===== src/rtl/spinner_pkg.sv =====
// Shared constants for the spinner controller.
// Clamp mode encoding and guard widths for the saturating adders.
package spinner_pkg;

  localparam int CLAMP_WRAP = 0;
  localparam int CLAMP_SAT  = 1;

  localparam int DX_W       = 9;
  localparam int PEND_GUARD = 2;
  localparam int SUM_GUARD  = 3;

endpackage


===== src/rtl/spinner_chan.sv =====
// One spinner channel: angle, pending mouse delta and hold counter.
// Applies button step plus pending delta on each frame edge.
module spinner_chan
  import spinner_pkg::*;
#(
  parameter int ANGLE_W      = 8,
  parameter int STEP         = 1,
  parameter int FAST_STEP    = 4,
  parameter int ACCEL_FRAMES = 16,
  parameter int CLAMP        = 0
) (
  input  logic                     clk,
  input  logic                     reset,
  input  logic                     frame,
  input  logic                     plus,
  input  logic                     minus,
  input  logic                     fast,
  input  logic                     enable,
  input  logic                     mouse_valid,
  input  logic signed [DX_W-1:0]   mouse_delta,
  output logic        [ANGLE_W-1:0] angle,
  output logic                     moved
);

  localparam int PEND_W = ANGLE_W + PEND_GUARD;
  localparam int ACC_W  = ((PEND_W > DX_W) ? PEND_W : DX_W) + 1;
  localparam int SUM_W  = PEND_W + SUM_GUARD;
  localparam int HOLD_W = $clog2(ACCEL_FRAMES + 2);

  logic signed [PEND_W-1:0] pending;
  logic signed [PEND_W-1:0] pend_next;
  logic        [HOLD_W-1:0] hold;
  logic        [HOLD_W-1:0] hold_eff;
  logic        [HOLD_W-1:0] hold_next;
  logic                     last_dir;
  logic                     dir_req;
  logic                     reversal;
  logic                     use_fast;
  logic signed [SUM_W-1:0]  step_s;
  logic signed [SUM_W-1:0]  button;
  logic signed [SUM_W-1:0]  sum;
  logic signed [SUM_W-1:0]  amax;
  logic signed [ACC_W-1:0]  base;
  logic signed [ACC_W-1:0]  acc;
  logic signed [ACC_W-1:0]  pmax;
  logic signed [ACC_W-1:0]  pmin;
  logic        [ANGLE_W-1:0] angle_next;

  // A reversal restarts acceleration from this frame.
  assign dir_req  = plus ^ minus;
  assign reversal = dir_req && (hold != '0) && (plus != last_dir);
  assign hold_eff = reversal ? '0 : hold;
  assign use_fast = fast || (hold_eff >= HOLD_W'(ACCEL_FRAMES));
  assign step_s   = use_fast ? SUM_W'(FAST_STEP) : SUM_W'(STEP);
  assign button   = !dir_req ? '0 : (plus ? step_s : -step_s);

  assign sum = $signed({{(SUM_W-ANGLE_W){1'b0}}, angle})
             + button
             + $signed({{(SUM_W-PEND_W){pending[PEND_W-1]}}, pending});
  assign amax = $signed({{(SUM_W-ANGLE_W){1'b0}}, {ANGLE_W{1'b1}}});

  always_comb begin
    angle_next = sum[ANGLE_W-1:0];
    if (CLAMP == CLAMP_SAT) begin
      if (sum[SUM_W-1])
        angle_next = '0;
      else if (sum > amax)
        angle_next = '1;
    end
  end

  assign pmax = $signed({{(ACC_W-PEND_W+1){1'b0}}, {(PEND_W-1){1'b1}}});
  assign pmin = $signed({{(ACC_W-PEND_W+1){1'b1}}, {(PEND_W-1){1'b0}}});
  assign base = frame ? '0
              : $signed({{(ACC_W-PEND_W){pending[PEND_W-1]}}, pending});
  assign acc  = base
              + $signed({{(ACC_W-DX_W){mouse_delta[DX_W-1]}}, mouse_delta});

  // A delta arriving on the frame edge lands in the freshly cleared pending.
  always_comb begin
    pend_next = base[PEND_W-1:0];
    if (mouse_valid) begin
      if (acc > pmax)
        pend_next = pmax[PEND_W-1:0];
      else if (acc < pmin)
        pend_next = pmin[PEND_W-1:0];
      else
        pend_next = acc[PEND_W-1:0];
    end
  end

  always_comb begin
    hold_next = '0;
    if (dir_req) begin
      if (hold_eff == HOLD_W'(ACCEL_FRAMES))
        hold_next = hold_eff;
      else
        hold_next = hold_eff + 1'b1;
    end
  end

  always_ff @(posedge clk or posedge reset) begin
    if (reset) begin
      angle    <= '0;
      pending  <= '0;
      hold     <= '0;
      last_dir <= 1'b0;
      moved    <= 1'b0;
    end else begin
      moved <= 1'b0;
      if (!enable) begin
        pending  <= '0;
        hold     <= '0;
        last_dir <= 1'b0;
      end else begin
        pending <= pend_next;
        if (frame) begin
          angle <= angle_next;
          moved <= (angle_next != angle);
          hold  <= hold_next;
          if (dir_req)
            last_dir <= plus;
        end
      end
    end
  end

endmodule


===== src/rtl/spinner_ctrl.sv =====
// Multi-channel spinner controller top.
// Frame edge detect and mouse delta demux feeding per-channel units.
module spinner_ctrl
  import spinner_pkg::*;
#(
  parameter int CHANNELS     = 2,
  parameter int ANGLE_W      = 8,
  parameter int STEP         = 1,
  parameter int FAST_STEP    = 4,
  parameter int ACCEL_FRAMES = 16,
  parameter int MOUSE_SHIFT  = 0,
  parameter int CLAMP        = 0
) (
  input  logic                          clk,
  input  logic                          reset,
  input  logic                          strobe,
  input  logic [CHANNELS-1:0]           plus,
  input  logic [CHANNELS-1:0]           minus,
  input  logic [CHANNELS-1:0]           fast,
  input  logic [CHANNELS-1:0]           enable,
  input  logic                          mouse_strobe,
  input  logic signed [DX_W-1:0]        mouse_dx,
  input  logic [1:0]                    mouse_sel,
  output logic [CHANNELS*ANGLE_W-1:0]   angle,
  output logic [CHANNELS-1:0]           moved
);

  logic                   strobe_q;
  logic                   primed;
  logic                   frame;
  logic signed [DX_W-1:0] dx;

  // primed masks the first cycle after reset so a high strobe is not an edge.
  assign frame = strobe && !strobe_q && primed;
  assign dx    = mouse_dx >>> MOUSE_SHIFT;

  always_ff @(posedge clk or posedge reset) begin
    if (reset) begin
      strobe_q <= 1'b0;
      primed   <= 1'b0;
    end else begin
      strobe_q <= strobe;
      primed   <= 1'b1;
    end
  end

  for (genvar g = 0; g < CHANNELS; g++) begin : g_chan
    spinner_chan #(
      .ANGLE_W      (ANGLE_W),
      .STEP         (STEP),
      .FAST_STEP    (FAST_STEP),
      .ACCEL_FRAMES (ACCEL_FRAMES),
      .CLAMP        (CLAMP)
    ) u_chan (
      .clk         (clk),
      .reset       (reset),
      .frame       (frame),
      .plus        (plus[g]),
      .minus       (minus[g]),
      .fast        (fast[g]),
      .enable      (enable[g]),
      .mouse_valid (mouse_strobe && (mouse_sel == 2'(g))),
      .mouse_delta (dx),
      .angle       (angle[g*ANGLE_W +: ANGLE_W]),
      .moved       (moved[g])
    );
  end

endmodule


===== config.mk =====
export PLATFORM = sky130hd
export DESIGN_NAME = spinner_ctrl
export DESIGN_NICKNAME = d
export VERILOG_FILES = /design/src/rtl/spinner_pkg.sv /design/src/rtl/spinner_chan.sv /design/src/rtl/spinner_ctrl.sv
export SDC_FILE = /design/constraint.sdc
export NUM_CORES = 1
export LEC_CHECK = 0
export CORE_UTILIZATION = 54
export DETAILED_ROUTE_END_ITERATION = 8
export GPL_ROUTABILITY_DRIVEN = 0
export HOLD_SLACK_MARGIN = 0.12
export PLACE_DENSITY = 0.78
export SKIP_LAST_GASP = 1
export SLEW_MARGIN = 20
export SYNTH_ARGS = -nofsm -noshare
export SYNTH_HDL_FRONTEND = slang
export SYNTH_HIERARCHICAL = 1
export SYNTH_SLANG_ARGS = --single-unit

===== constraint.sdc =====
create_clock -name clk -period 3.4 [get_ports clk]
set_input_delay 0.68 -clock clk [delete_from_list [all_inputs] [get_ports clk]]
set_output_delay 0.68 -clock clk [all_outputs]
set_load 0.02 [all_outputs]

==> flow_metrics.tcl, run 1 <==
set metrics [dict create \
    run_status "finished, violations left" \
    violations "setup timing" \
    antenna_found_initial 0 \
    report.final.slew_viol_count 0 \
    syn-cell-area_um2 4670 \
    ys.flop_type "dfrtp_1" \
    min_path_type "reg -> reg" \
    path_delay_family "adder cells" \
    hold_viol 0 \
    num_rows 33 \
    worstSetupEndpoint "g_chan[1].u_chan/moved" \
    rrSetupSlack_ps 60 \
    fmax_mhz 293 \
    ys.warnings.count 6 \
    reg2reg_to "g_chan[1].u_chan/moved" \
    core_area_um2 8300 \
    root_buffer "clkbuf_8" \
    period_share_pct 100 \
    ios 41 \
    slew_headroom_pct 38.7 \
    crit_chain "clkbuf_2 > ha_4 > nand2b_4 > a211oi_4 > nand2_2 > fa_1 > inv_1 > ha_2 > fa_2 > a21o_1 > a21oi_4 > xnor2_2 > xor2_1 > nor3_2 > a31oi_1" \
    antenna-diode-count 0 \
    areaGrowthSynthToFinish_pct 27.8 \
    synth.avg_cell_area_um2 9.54 \
    synth_edf_count 0 \
    power.switching_w 0.00127 \
    track_usage_pct 25.5 \
    syn-num-nets 568 \
    insertion_delay_ps 300 \
    peakVddDrop_mv 0.357 \
    setup.worst_path.start "minus[1]" \
    finalClockSkew_ps 5.93 \
    clkTransAtPathRegs_ps 100 \
    seq_area_frac_synth_pct 27.9 \
    worst_pin_slew_ps 914 \
    viasPerCell 5.85 \
    wl_per_cell_um 15.7 \
    cts_buffers 5 \
    min_from "g_chan[1].u_chan/hold[3]" \
    yosysTopAreaCell "dfrtp_1" \
    setup_viol_count_final 1 \
    clkSinkCount 52 \
    power_density_nw_per_um2 541 \
    layout_commonest_cell "buf_4" \
    startpoint_type "primary input" \
    clock_tree.buffer_depth 2 \
    overflow 0 \
    switching_share_pct 39.4 \
    crit_slowest_cell "fa_1" \
    leakagePower_nw 2.76 \
    port-buffer-count 40 \
    nets 680 \
    timing.final.crit_period_ps 3410 \
    synth_cells 489 \
    drtIter0Drc 176 \
    finalSetupTns_ps -12.8 \
    ys_ff_latch 52 \
    die_x_um 95.0 \
    first_pass_iters 5 \
    layout_common_cells "buf_4 (77), dfrtp_1 (52), o21ai_0 (35), clkdlybuf4s50_1 (35), ha_1 (34)" \
    place_hpwl_um 8630 \
    path_class "in -> reg" \
    drc 0 \
    fin_ws_ps -12.8 \
    reg2reg_depth 14 \
    arrival_ps 3600 \
    num_vias 4133 \
    grt_pass1_wl_um 18200 \
    yosysTopAreaCellShare_pct 27.9 \
    cp_data_required_time_ps 3590 \
    synth_cell_type_count 69 \
    internal-power_w 0.00196 \
    start_util_pct 56.2 \
    drive_above_1_share_pct 25.1 \
    dieArea_um2 9020 \
    detail-route-antenna-nets 0 \
    placed_cell_area_um2 5710 \
    crit_buf_inv 2 \
    grt_pass1_vias 4075 \
    synth_area_leaders "dfrtp_1 (28%), ha_1 (10%), fa_1 (7.7%)" \
    totalPowerFinal_w 0.00323 \
    p_clk_share_pct 13.2 \
    cts_htree_levels 2 \
    final_area_um2 5960 \
    wirelength_um 11100 \
    grt_max_degree 26 \
    hold_slack_ps 511 \
    maxCapViolations 0 \
    rsz0062_at_grt "yes" \
    cts_tree "yes" \
    cp_max_fo 2 \
    p_comb_share_pct 59.7 \
    die_h_um 95.0 \
    end_kind "flip-flop" \
    seq_power_share_pct 27.0 \
    r2r-start "g_chan[1].u_chan/last_dir" \
    cpPeakStageDelay_ps 540 \
    synthArstFlopShare_pct 100 \
    cp.depth 15 \
]
## cells by family after synthesis
| logic type | share of synthesized area, % |
|---|---|
| compound gates | 21.9 |
| flops | 27.9 |
| mux | 2.87 |
| xor+xnor | 8.98 |
| fa+ha+maj | 17.9 |
| simple gates | 16.8 |
| other cells | 0.0804 |
| buf+inv | 3.62 |
## worst min-delay path by stage
stage / depth (start not counted) / endpoint / slack, ps
6_report: 1 / g_chan[1].u_chan/hold[3] / 510
5_1_grt: 1 / g_chan[1].u_chan/hold[3] / 550
4_1_cts: 1 / g_chan[1].u_chan/hold[3] / 520
3_5_place_dp: 1 / g_chan[1].u_chan/hold[3] / 490
3_3_place_gp: 1 / g_chan[1].u_chan/hold[3] / 490
2_1_floorplan: 1 / primed / 420
## flip-flops by register name, summed over array words and instances, names as in the netlist
signal                  cells
g_chan.u_chan/pending      20
strobe_q                    1
g_chan.u_chan/hold         10
primed                      1
g_chan.u_chan/last_dir      2
g_chan.u_chan/moved         2
g_chan.u_chan/angle        16
## what timing repair did
item / CTS / global route
hold buffers: 0 / 0
gates cloned: 0 / 1
gates resized for setup: 8 / 22
endpoints found under the setup margin: 17 / 24
hold endpoints to repair: 0 / 0
pin swaps: 12 / 18
setup buffers: 2 / 4
## routing by layer
metal	GRT usage, %	share of wire (%)
met5	0	0
met4	6.06	1.1
met3	3.30	5.1
met2	43.3	48
met1	34.4	46
## power by group through the flow
stage / clock network, W / registers, W / logic [W]
after detailed placement: 0 / 0.000887 / 0.00180
after floorplan: 0 / 0.000984 / 0.00114
final: 0.000427 / 0.000873 / 0.00193
after global placement: 0 / 0.000882 / 0.00174
after global routing: 0.000464 / 0.000900 / 0.00210
after CTS: 0.000440 / 0.000877 / 0.00185
## final cells by class
| type | count | area, µm² |
|---|---|---|
| Multi-Input combinational cell | 400 | 3350 |
| Fill cell | 600 | 2330 |
| Sequential cell | 52 | 1300 |
| Timing Repair Buffer | 117 | 975 |
| Tap cell | 105 | 131 |
| Inverter | 25 | 96.3 |
| Clock buffer | 6 | 72.6 |
| Clock inverter | 2 | 35.0 |
## synth_stat cells, drive strengths merged (3+ instances only)
master / n
fa: 18
or2: 6
or3: 5
xor2: 15
clkbuf: 6
a21o: 6
nor2b: 26
o211ai: 9
a31oi: 4
a211oi: 9
nor3b: 3
ha: 38
a31o: 3
nor2: 22
o31ai: 4
nand3: 23
mux2: 11
o21ai: 39
buf: 5
nor3: 9
dfrtp: 52
o21bai: 4
a21oi: 39
nand2: 30
xnor2: 25
inv: 25
a21boi: 3
and3: 4
nand4: 4
nand2b: 3
o2111ai: 12
## worst reg2reg max path: stages (launching register included)
cell and delay, ps:
dfrtp_1 430, xor2_1 270, nand2b_4 90, a211oi_4 230, nand2_2 80, fa_1 540
inv_1 40, ha_2 200, fa_2 360, a21o_1 210, a21oi_4 180, xnor2_2 110
xor2_1 190, nor3_2 190, a31oi_1 100
## metrics by stage
step	std cells	util, %	setup WS, ps
floorplan	489	-	-34.5
global route	707	71.9	-81.7
detailed placement	692	68.8	-730
global placement	692	68.8	-590
CTS	702	70.5	-138
finish	707	71.9	-12.8
Note: power is estimated with default switching activity, not from simulation.
==> inputs of run 2 (changes only) <==
==> constraint.sdc (replaced) <==
create_clock -name clk -period 2.9 [get_ports clk]
set_input_delay 0.58 -clock clk [delete_from_list [all_inputs] [get_ports clk]]
set_output_delay 0.58 -clock clk [all_outputs]
set_load 0.02 [all_outputs]
==> flow_metrics.tcl, run 2 (synthesis results as in run 1) <==
set metrics [dict create \
    first_pass_iters 4 \
    run_status "finished, violations left" \
    crit_slowest_cell "fa_1" \
    multi_input_area_um2 3510 \
    root_buffer "clkbuf_8" \
    p_comb_share_pct 62.6 \
    clkTransAtPathRegs_ps 100 \
    wl_per_cell_um 16.4 \
    start_util_pct 56.2 \
    cp_data_required_time_ps 3100 \
    finalClockSkew_ps 12.7 \
    overflow 0 \
    detail-route-antenna-nets 0 \
    min_path_type "in -> async" \
    power_density_nw_per_um2 611 \
    final_area_um2 6400 \
    fillers 527 \
    timing.final.crit_period_ps 3130 \
    maxCapViolations 0 \
    fin_util_pct 77.1 \
    crit_chain "clkdlybuf4s50_1 > a211oi_4 > nand2_2 > fa_1 > inv_2 > ha_4 > fa_2 > a21o_1 > a21oi_2 > buf_4 > xnor2_2 > xor2_1 > nor3_1 > a31oi_1" \
    report.final.slew_viol_count 0 \
    arrival_ps 3330 \
    place_ws_ps -1120 \
    top_register "g_chan.u_chan/pending" \
    cts_tree "yes" \
    die_h_um 95.0 \
    die_x_um 95.0 \
    track_usage_pct 27.6 \
    drtIter0Drc 237 \
    violations "setup timing" \
    antenna-diode-count 0 \
    rsz0062_at_grt "yes" \
    period_share_pct 108 \
    antenna_found_initial 0 \
    peakVddDrop_mv 0.576 \
    drc 0 \
    ios 41 \
    clkSinkCount 52 \
    cts_htree_levels 2 \
    regArea_um2 1300 \
    end_kind "flip-flop" \
    layout_commonest_cell "buf_4" \
    cp_max_fo 2 \
    grt_pass1_vias 4298 \
    viasPerCell 5.82 \
    wirelength_um 12100 \
    cts_buffers 5 \
    nets 710 \
    core_area_um2 8300 \
    internal-power_w 0.00234 \
    power.switching_w 0.00157 \
    clock_tree.buffer_depth 2 \
    startpoint_type "primary input" \
    grt_max_degree 26 \
    drive_above_1_share_pct 34.0 \
    port-buffer-count 40 \
    largest_register_ffs 20 \
    dieArea_um2 9020 \
    seq_power_share_pct 26.5 \
    p_clk_share_pct 10.8 \
    fin_ws_ps -229 \
    areaGrowthSynthToFinish_pct 37.1 \
    num_rows 33 \
    setup_viol_count_final 6 \
    finalSetupTns_ps -740 \
    switching_share_pct 40.2 \
    top_regs "g_chan.u_chan/pending x20, g_chan.u_chan/angle x16, g_chan.u_chan/hold x10" \
    place_hpwl_um 8850 \
    totalPowerFinal_w 0.00391 \
    leakagePower_nw 2.94 \
    layout_common_cells "buf_4 (101), dfrtp_1 (52), o21ai_0 (35)" \
    placed_cell_area_um2 5930 \
    grt_pass1_wl_um 19500 \
    num_vias 4286 \
    hold_viol 0 \
    insertion_delay_ps 310 \
    fmax_mhz 320 \
    path_class "in -> reg" \
    cpPeakStageDelay_ps 500 \
]
[run 2: power groups by stage]
stage          clock (W)  sequential (W)  combinational (W)
2_1_floorplan          0         0.00115            0.00135
3_3_place_gp           0         0.00104            0.00214
4_1_cts         0.000436         0.00104            0.00236
3_5_place_dp           0         0.00105            0.00224
6_report        0.000423         0.00104            0.00245
5_1_grt         0.000467         0.00107            0.00265
[run 2: timing repair]
item                                    in CTS  in global routing
gates cloned                                 1                  0
setup buffers                               10                  5
pin swaps                                   39                 28
endpoints found under the setup margin      32                 29
hold buffers                                 0                  0
resized for setup                           40                 37
[run 2: cell type report]
| class | instances | area share (%) |
|---|---|---|
| inverter | 25 | 1.78 |
| clock inverter | 3 | 0.293 |
| timing repair buffer | 148 | 19.6 |
| sequential | 52 | 20.3 |
| tap | 105 | 2.05 |
| multi-input combinational | 399 | 54.9 |
| clock buffer | 5 | 1.08 |
[run 2: per-layer routing]
| layer | wire, µm | vias to the layer above | track usage (%) |
|---|---|---|---|
| li1 | - | 2065 | - |
| met5 | 0 | - | 0 |
| met3 | 467 | 24 | 3.06 |
| met4 | 267 | 0 | 8.84 |
| met1 | 5100 | 2087 | 35.0 |
| met2 | 6270 | 110 | 48.7 |
[run 2: final timing paths]
kind,startpoint,endpoint,slack [ps],depth (start not counted)
setup / recovery,fast[1],g_chan[1].u_chan/moved,-230,14
max in group asynchronous,reset,g_chan[0].u_chan/angle[1],1960,3
setup reg to reg,g_chan[1].u_chan/last_dir,g_chan[1].u_chan/moved,-160,15
hold reg to reg,g_chan[1].u_chan/hold[3],g_chan[1].u_chan/hold[3],530,1
hold / removal,reset,primed,460,2
min in group clk,strobe,strobe_q,510,1
[run 2: through the flow]
step                hold slack [ps]  instances
global route                    454        737
finish                          462        737
CTS                             458        733
floorplan                       321        489
detailed placement              512        716
global placement                491        716
[run 2: critical path: cells and delay by family]
| family | cells | cell delay, ps |
|---|---|---|
| compound gates | 4 | 680 |
| xor+xnor | 2 | 210 |
| fa+ha+maj | 3 | 990 |
| buf+inv | 3 | 660 |
| simple gates | 2 | 200 |
==> inputs of run 3 (changes only) <==
--- a/config.mk
+++ b/config.mk
@@ -5,11 +5,12 @@
 export SDC_FILE = /design/constraint.sdc
 export NUM_CORES = 1
 export LEC_CHECK = 0
-export CORE_UTILIZATION = 54
+export CORE_UTILIZATION = 59
 export DETAILED_ROUTE_END_ITERATION = 8
 export GPL_ROUTABILITY_DRIVEN = 0
 export HOLD_SLACK_MARGIN = 0.12
-export PLACE_DENSITY = 0.78
+export PLACE_DENSITY = 0.81
+export RECOVER_POWER = 50
 export SKIP_LAST_GASP = 1
 export SLEW_MARGIN = 20
 export SYNTH_ARGS = -nofsm -noshare
==> constraint.sdc (replaced) <==
create_clock -name clk -period 3.1 [get_ports clk]
set_input_delay 0.62 -clock clk [delete_from_list [all_inputs] [get_ports clk]]
set_output_delay 0.62 -clock clk [all_outputs]
set_load 0.02 [all_outputs]
==> flow_metrics.tcl, run 3 (synthesis results as in run 1) <==
set metrics [dict create \
    num_vias 4287 \
    wl_per_cell_um 16.8 \
    nets 701 \
    grt_max_degree 26 \
    layout_common_cells "buf_4 (94), dfrtp_1 (52), o21ai_0 (35)" \
    cts_htree_levels 2 \
    dieArea_um2 8270 \
    report.final.slew_viol_count 0 \
    grt-busiest-layer "met2" \
    leakagePower_nw 2.91 \
    p_comb_share_pct 64.0 \
    fmax_mhz 302 \
    core_area_um2 7690 \
    port-buffer-count 40 \
    placed_cell_area_um2 5830 \
    drc 0 \
    switching_share_pct 40.7 \
    num_rows 32 \
    hold_slack_ps 527 \
    clkSinkCount 52 \
    top_register "g_chan.u_chan/pending" \
    ios 41 \
    setup_viol_count_final 12 \
    internal-power_w 0.00229 \
    root_buffer "clkbuf_8" \
    final_area_um2 6280 \
    end_kind "flip-flop" \
    die_h_um 90.9 \
    antenna-diode-count 0 \
    clkTransAtPathRegs_ps 100 \
    fin_ws_ps -208 \
    drive_above_1_share_pct 31.5 \
    peakVddDrop_mv 0.675 \
    layout_commonest_cell "buf_4" \
    overflow 0 \
    cp_max_fo 3 \
    hold_viol 0 \
    startpoint_type "primary input" \
    viasPerCell 5.92 \
    maxCapViolations 0 \
    clock_tree.buffer_depth 2 \
    use_met3_pct 3.18 \
    place_hpwl_um 8590 \
    power_density_nw_per_um2 615 \
    wirelength_um 12200 \
    cts_tree "yes" \
    p_clk_share_pct 10.6 \
    run_status "finished, violations left" \
    timing.final.crit_period_ps 3310 \
    totalPowerFinal_w 0.00386 \
    first_pass_iters 5 \
    whs_path_depth 1 \
    worst_pin_slew_ps 1400 \
    power.switching_w 0.00157 \
    cp_data_required_time_ps 3350 \
    place_ws_ps -954 \
    violations "setup timing" \
    areaGrowthSynthToFinish_pct 34.6 \
    die_x_um 90.9 \
    slew_headroom_pct 6.59 \
    arrival_ps 3560 \
    fin_util_pct 81.7 \
    cts_buffers 5 \
    rsz0062_at_grt "yes" \
    insertion_delay_ps 320 \
    top_regs "g_chan.u_chan/pending x20, g_chan.u_chan/angle x16, g_chan.u_chan/hold x10" \
    min_path_type "reg -> reg" \
    period_share_pct 107 \
    reg2reg_depth 16 \
    seq_power_share_pct 25.4 \
    grt_pass1_vias 4190 \
    track_usage_pct 28.4 \
    detail-route-antenna-nets 0 \
    largest_register_ffs 20 \
    grt_pass1_wl_um 18900 \
    finalClockSkew_ps 15.9 \
    drtIter0Drc 206 \
    use_met1_pct 35.7 \
    cts_hold_buffers 0 \
    grt_util_met2_pct 50.5 \
    start_util_pct 60.7 \
    antenna_found_initial 0 \
    path_class "in -> reg" \
]
-- run 3: changes by cell type in the layout (fill, tap and decap cells not counted), moves of 3 or more --
cell,previous run,this run
buf_4,101,94
nor2b_2,10,5
dlygate4sd3_1,0,3
clkdlybuf4s50_1,34,30
nor2b_1,16,21
xor2_2,1,4
xor2_1,14,11
-- run 3: worst max-delay path, cell delays in order --
cell      delay [ps]
buf_12            90
clkinv_8          40
ha_4             200
nand2b_4         150
a211oi_4         230
nand2_2           70
fa_1             510
inv_2             60
ha_4             160
fa_2             370
a21o_1           180
a21oi_2          140
buf_4            130
o21ai_2           60
xnor2_2          150
buf_4            150
buf_4            120
o21ai_2          100
-- run 3: final cells by class --
class	instances	area (µm²)
Clock buffer	6	82.6
Tap cell	102	128
Sequential cell	52	1300
Timing Repair Buffer	139	1170
Fill cell	467	1410
Multi-Input combinational cell	399	3470
Inverter	25	119
Clock inverter	1	8.76
-- run 3: what timing repair did --
action                                  in CTS  in global routing
gates resized for setup                     34                 44
pin swaps                                   28                 32
hold endpoints to repair                     0                  0
buffers inserted                            10                  6
endpoints found under the setup margin      27                 27
gates cloned                                 0                  1
-- run 3: path summary, 6_finish.rpt --
path / start / endpoint / slack [ps]
max: plus[1] / g_chan[1].u_chan/angle[7] / -210
min: g_chan[1].u_chan/hold[3] / g_chan[1].u_chan/hold[3] / 530
max reg2reg: g_chan[1].u_chan/last_dir / g_chan[1].u_chan/angle[7] / -150
min reg2reg: g_chan[1].u_chan/hold[3] / g_chan[1].u_chan/hold[3] / 530
max in group asynchronous: reset / g_chan[0].u_chan/moved / 1020
min in group asynchronous: reset / strobe_q / 630
-- run 3: through the flow --
step | std cells | TNS (ps)
floorplan | 489 | -754
global placement | 702 | -14520
detailed placement | 702 | -16710
CTS | 719 | -600
global route | 724 | -2190
finish | 724 | -696
-- run 3: layer usage --
metal / up-vias / wire length [µm] / share of wire [%]
li1: 2047 / - / -
met1: 2105 / 5200 / 43
met2: 118 / 6400 / 52
met3: 17 / 422 / 3.5
met4: 0 / 179 / 1.5
met5: - / 0 / 0
-- run 3: power groups by stage --
stage / clock network [W] / logic, W / registers (W)
after floorplan: 0 / 0.00126 / 0.00108
after global placement: 0 / 0.00199 / 0.000977
after detailed placement: 0 / 0.00208 / 0.000985
after CTS: 0.000410 / 0.00218 / 0.000973
after global routing: 0.000435 / 0.00266 / 0.00100
final: 0.000408 / 0.00247 / 0.000980
